**src/rtl/bird_plotter.sv**
```systemverilog
// Frame-based sprite plotter: each start erases every visible bird, advances the
// enabled ones by STEP (with wrap), then redraws them one pixel per cycle.
module bird_plotter #(
  parameter int          NUM_BIRDS = 4,
  parameter int          STEP      = 1,
  parameter int          X_MAX     = 159,
  parameter int          Y_MAX     = 119,
  parameter logic [2:0]  COLOUR    = 3'b111
) (
  input  logic                     clock,
  input  logic                     resetn,
  input  logic                     start,
  input  logic [NUM_BIRDS-1:0]     bird_en,
  input  logic [7*NUM_BIRDS-1:0]   bird_y,
  output logic [7:0]               x,
  output logic [6:0]               y,
  output logic [2:0]               colour,
  output logic                     plot,
  output logic                     busy,
  output logic                     done,
  output logic [8*NUM_BIRDS-1:0]   bird_x
);

  localparam int SW = (NUM_BIRDS > 1) ? $clog2(NUM_BIRDS) : 1;
  localparam logic signed [8:0] XM = 9'(X_MAX);
  localparam logic signed [8:0] YM = 9'(Y_MAX);
  localparam logic [3:0] LAST_PIX = 4'd12;

  typedef enum logic [2:0] {IDLE, ERASE, MOVE, DRAW, DONE} state_t;

  state_t                 state_q, state_d;
  logic [SW-1:0]          slot_q, slot_d;
  logic [3:0]             pix_q, pix_d;
  logic [7:0]             pos_x_q [NUM_BIRDS];
  logic [7:0]             pos_x_d [NUM_BIRDS];
  logic [6:0]             pos_y_q [NUM_BIRDS];
  logic [6:0]             pos_y_d [NUM_BIRDS];
  logic [6:0]             y_lat_q [NUM_BIRDS];
  logic [6:0]             y_lat_d [NUM_BIRDS];
  logic [NUM_BIRDS-1:0]   vis_q, vis_d;
  logic [NUM_BIRDS-1:0]   en_q, en_d;

  logic [SW:0]            first_old, next_vis, first_new;
  logic signed [3:0]      dx, dy;
  logic signed [8:0]      px, py;
  logic                   on_screen;

  // Returns {found, index} of the lowest set bit of mask at or above 'from'.
  function automatic logic [SW:0] first_from(input logic [NUM_BIRDS-1:0] mask,
                                             input int from);
    logic [SW:0] res;
    res = '0;
    for (int i = NUM_BIRDS - 1; i >= 0; i--) begin
      if (mask[i] && (i >= from)) res = {1'b1, SW'(i)};
    end
    return res;
  endfunction

  function automatic logic [7:0] advance(input logic [7:0] p);
    logic [8:0] sum;
    sum = {1'b0, p} + 9'(STEP);
    if (sum > 9'(X_MAX)) sum = sum - 9'(X_MAX + 1);
    return sum[7:0];
  endfunction

  function automatic logic signed [3:0] sprite_dx(input logic [3:0] p);
    case (p)
      4'd2:                sprite_dx = -4'sd1;
      4'd3:                sprite_dx = -4'sd2;
      4'd4, 4'd7, 4'd8:    sprite_dx = -4'sd3;
      4'd5, 4'd9, 4'd10:   sprite_dx = -4'sd4;
      4'd6, 4'd11, 4'd12:  sprite_dx = -4'sd5;
      default:             sprite_dx = 4'sd0;
    endcase
  endfunction

  function automatic logic signed [3:0] sprite_dy(input logic [3:0] p);
    case (p)
      4'd1, 4'd7:  sprite_dy = 4'sd1;
      4'd8:        sprite_dy = -4'sd1;
      4'd9:        sprite_dy = 4'sd2;
      4'd10:       sprite_dy = -4'sd2;
      4'd11:       sprite_dy = 4'sd3;
      4'd12:       sprite_dy = -4'sd3;
      default:     sprite_dy = 4'sd0;
    endcase
  endfunction

  assign first_old = first_from(vis_q, 0);
  assign next_vis  = first_from(vis_q, int'(slot_q) + 1);

  always_comb begin
    state_d   = state_q;
    slot_d    = slot_q;
    pix_d     = pix_q;
    pos_x_d   = pos_x_q;
    pos_y_d   = pos_y_q;
    y_lat_d   = y_lat_q;
    vis_d     = vis_q;
    en_d      = en_q;
    first_new = '0;
    case (state_q)
      IDLE: begin
        if (start) begin
          en_d  = bird_en;
          pix_d = '0;
          for (int i = 0; i < NUM_BIRDS; i++) y_lat_d[i] = bird_y[7*i +: 7];
          // Invisible birds cost no cycles, so with nothing on screen ERASE is skipped.
          if (first_old[SW]) begin
            state_d = ERASE;
            slot_d  = first_old[SW-1:0];
          end else begin
            state_d = MOVE;
          end
        end
      end
      ERASE, DRAW: begin
        if (pix_q == LAST_PIX) begin
          pix_d = '0;
          if (next_vis[SW]) slot_d = next_vis[SW-1:0];
          else              state_d = (state_q == ERASE) ? MOVE : DONE;
        end else begin
          pix_d = pix_q + 4'd1;
        end
      end
      MOVE: begin
        for (int i = 0; i < NUM_BIRDS; i++) begin
          if (en_q[i]) begin
            pos_x_d[i] = advance(pos_x_q[i]);
            pos_y_d[i] = y_lat_q[i];
            vis_d[i]   = 1'b1;
          end else begin
            vis_d[i]   = 1'b0;
          end
        end
        first_new = first_from(vis_d, 0);
        pix_d     = '0;
        if (first_new[SW]) begin
          state_d = DRAW;
          slot_d  = first_new[SW-1:0];
        end else begin
          state_d = DONE;
        end
      end
      DONE:    state_d = IDLE;
      default: state_d = IDLE;
    endcase
  end

  always_ff @(posedge clock) begin
    if (!resetn) begin
      state_q <= IDLE;
      slot_q  <= '0;
      pix_q   <= '0;
      vis_q   <= '0;
      en_q    <= '0;
      for (int i = 0; i < NUM_BIRDS; i++) begin
        pos_x_q[i] <= '0;
        pos_y_q[i] <= '0;
        y_lat_q[i] <= '0;
      end
    end else begin
      state_q <= state_d;
      slot_q  <= slot_d;
      pix_q   <= pix_d;
      vis_q   <= vis_d;
      en_q    <= en_d;
      pos_x_q <= pos_x_d;
      pos_y_q <= pos_y_d;
      y_lat_q <= y_lat_d;
    end
  end

  // Pixel coordinates are signed so sprite parts hanging off the left/top edge clip cleanly.
  always_comb begin
    dx        = sprite_dx(pix_q);
    dy        = sprite_dy(pix_q);
    px        = $signed({1'b0, pos_x_q[slot_q]}) + {{5{dx[3]}}, dx};
    py        = $signed({2'b00, pos_y_q[slot_q]}) + {{5{dy[3]}}, dy};
    on_screen = !px[8] && (px <= XM) && !py[8] && (py <= YM);
    plot      = 1'b0;
    x         = '0;
    y         = '0;
    colour    = '0;
    busy      = (state_q != IDLE);
    done      = (state_q == DONE);
    if ((state_q == ERASE || state_q == DRAW) && on_screen) begin
      plot   = 1'b1;
      x      = px[7:0];
      y      = py[6:0];
      colour = (state_q == DRAW) ? COLOUR : 3'b000;
    end
  end

  always_comb begin
    bird_x = '0;
    for (int i = 0; i < NUM_BIRDS; i++) bird_x[8*i +: 8] = pos_x_q[i];
  end

endmodule

```
**config.mk**
```make
export PLATFORM = sky130hd
export DESIGN_NAME = bird_plotter
export DESIGN_NICKNAME = d
export VERILOG_FILES = /design/src/rtl/bird_plotter.sv
export SDC_FILE = /design/constraint.sdc
export NUM_CORES = 1
export LEC_CHECK = 0
export CAP_MARGIN = 15
export CELL_PAD_IN_SITES_DETAIL_PLACEMENT = 0
export CELL_PAD_IN_SITES_GLOBAL_PLACEMENT = 1
export CORE_ASPECT_RATIO = 0.7
export CORE_MARGIN = 5
export CORE_UTILIZATION = 40
export CTS_CLUSTER_DIAMETER = 30
export DETAILED_ROUTE_END_ITERATION = 10
export HOLD_SLACK_MARGIN = 0.05
export PLACE_DENSITY = 0.85
export SLEW_MARGIN = 20
export SYNTH_ARGS = -nofsm -noshare
export SYNTH_HDL_FRONTEND = slang
export SYNTH_SLANG_ARGS = --single-unit
export TNS_END_PERCENT = 10
```
**constraint.sdc**
```tcl
create_clock -name clock -period 15.3 [get_ports clock]
set_clock_uncertainty 0.2 [all_clocks]
set_input_delay 4.59 -clock clock [delete_from_list [all_inputs] [get_ports clock]]
set_output_delay 4.59 -clock clock [all_outputs]
set_load 0.03 [all_outputs]
```
==> flow_metrics.tcl <==
set metrics [dict create \
    yosysTopAreaCell "dfxtp_1" \
    synth.avg_cell_area_um2 7.98 \
    cp_common_cell "o211ai_1" \
    critPathSlowestCell "dfxtp_1" \
    p_comb_frac 0.251 \
    holdCritStartpoint "pos_y_q[24]" \
    period_share 0.635 \
    fillers 1636 \
    cts.sinks 109 \
    io_pins 88 \
    ctsHoldBuffers 0 \
    hold_path_class "flop to flop" \
    synth_cell_types 79 \
    synth.net_count 933 \
    mostFrequentLayoutCell "nand2_1" \
    grt_pass1_wl_mm 29.9 \
    seqPwrFrac 0.448 \
    final_cell_mix "nand2_1, dfxtp_1, a21oi_1" \
    slew_viol_final 0 \
    clockBufferDepth 2 \
    die_area_um2 19900 \
    grt_pass1_vias 5744 \
    status "finished, final reports clean" \
    drt-initial-drc-count 460 \
    synthToLayoutAreaGrowth_pct 17.9 \
    post_cts_buffers 0 \
    setup_tns_ns 0 \
    syn-instance-count 859 \
    worstMarginPinSlew_ns 1.05 \
    yosys-top-cells-area "dfxtp_1, nand2_1, a21oi_1" \
    start_util 0.404 \
    wire_per_inst_um 16.0 \
    startpoint_type "flop" \
    worstPathArrival_ns 4.93 \
    hold_ws_ns 0.255 \
    first_pass_iters 5 \
    r2r-start "state_q[0]" \
    cts_buffers 9 \
    synth_edf_count 0 \
    yosys_warnings 0 \
    dp_hpwl_mm 13.3 \
    critical_path_class "flop to primary output" \
    syn-cell-area_um2 6850 \
    swShare 0.358 \
    worstPathRequired_ns 10.51 \
    finalSetupViolCount 0 \
    crit_fanout 22 \
    cts.clk_slew.worst_paths_ns 0.08 \
    fin_nets 980 \
    cts_root_buf "clkbuf_16" \
    h-tree-depth 3 \
    fmax_ghz 0.103 \
    die_y_um 120 \
    ys_ff_latch 109 \
    period_needed_ns 9.72 \
    viasPerCell 5.39 \
    power_switching_uw 280 \
    hold_viol 0 \
    drc 0 \
    die_w_um 166 \
    n_antenna_cell 0 \
    p_leak_uw 0.00276 \
    wl_mm 18.2 \
    maxCapViolCount 0 \
    synthFlopType "dfxtp_1" \
    slew_headroom 0.299 \
    core_um2 17000 \
    antenna_found_initial 0 \
    via_count 6157 \
    core.rowCount 40 \
    seq_area_frac_synth 0.318 \
    critPathMaxStageDelay_ns 0.93 \
    insertion_delay_ns 0.35 \
    crit_chain "mux4_2 > ha_1 > fa_1 > a211oi_2 > o211ai_1 > o211ai_1 > a21oi_1 > o2111ai_1 > nand4_2 > nor3_1 > clkdlybuf4s50_1" \
    cts_tree "built" \
    cp-startpoint "slot_q[1]" \
    grt_overflow 0 \
    io_buffers 87 \
    p_clk_frac 0.301 \
    ir_worst_vdd_v 0.0000619 \
    endpoint_kind "primary output" \
    ctsResizeCount 0 \
    post-route-util 0.476 \
    pwr_density_cell_nw_per_um2 96.6 \
    grt_max_degree 103 \
    gp_congestion 0.856 \
    drtAntennaViolNets 0 \
    rsz0062_at_grt "false" \
    synthArstFlopShare 0 \
    internal_power_uw 501 \
    track_usage 0.181 \
    final_layout_size_suffix_gt1_frac 0.0637 \
    synth.top_cell.area_share 0.318 \
]
synthesized netlist by cell type, drive strengths merged (17+ instances only):
cell type  number
buf            20
a211oi         19
mux4           17
dfxtp         109
ha             37
o21ai          26
nor2           80
nand2         168
xnor2          21
inv            32
clkbuf         32
a21oi          94
nand3          18
state kept, by name (all words and copies together), names as in the netlist:
register / count
bird_x: 32
dx: 4
en_q: 4
pix_q: 4
pos_y_q: 28
slot_q: 2
state_q: 3
vis_q: 4
y_lat_q: 28
stage by stage:
| step | total power, µW | worst slack, ns | cell area [µm²] | std cells |
|---|---|---|---|---|
| finish | 781 | 5.58 | 8080 | 1142 |
| global route | 827 | 5.34 | 8080 | 1142 |
| CTS | 787 | 5.26 | 8080 | 1142 |
| detailed placement | 553 | 5.69 | 7780 | 1126 |
| global placement | 550 | 5.80 | 7780 | 1126 |
| floorplan | 495 | 6.36 | 6850 | 859 |
cell families (layout without fill, tap and decap cells):
group | Yosys count | after routing | synth area share
buffers and inverters | 85 | 137 | 0.0529
AOI/OAI and AO/OA | 220 | 220 | 0.207
xor gates and xnor gates | 35 | 35 | 0.0447
muxes | 24 | 24 | 0.0670
DFF | 109 | 109 | 0.318
adders and majority gates | 39 | 39 | 0.0734
and+or+nand+nor | 347 | 347 | 0.236
path summary, 6_finish.rpt:
path	slack (ns)	cells after the start	end
worst max register to register	12.27	7	dx[0]
worst min register to register	0.26	2	pos_y_q[24]
worst max-delay path	5.58	11	x[4]
worst min-delay path	0.26	2	pos_y_q[24]
final cells by class:
class | instances | area [µm²] | area share
multi-input cells | 665 | 4310 | 0.533
flip-flops and latches | 109 | 2180 | 0.270
repair buffers | 89 | 890 | 0.110
well taps | 231 | 289 | 0.0358
clock buffers | 10 | 229 | 0.0283
inverters | 32 | 120 | 0.0149
clock inverters | 6 | 62.6 | 0.00774
power groups by stage:
stage,combinational [µW],sequential [µW],clock (µW)
finish,196,350,235
global route,219,356,253
CTS,197,350,240
detailed placement,197,356,0
global placement,195,356,0
floorplan,159,335,0
worst max-delay path: cells and delay by family, from the launching register on:
kind / cells / cell delay (ns)
buffers and inverters: 1 / 0.72
AND/OR/NAND/NOR: 2 / 0.80
adder cells (fa/ha/maj): 2 / 0.69
flip-flops: 1 / 0.93
multiplexers: 1 / 0.43
AO/OA/AOI/OAI: 5 / 0.99
per-layer routing:
metal / GRT usage / wire [µm] / up-vias
li1: - / - / 3125
met1: 0.269 / 9300 / 2854
met2: 0.272 / 7720 / 160
met3: 0.0379 / 934 / 18
met4: 0.0347 / 257 / 0
met5: 0 / 0 / -
No activity file was read; power rests on OpenSTA's default activity.
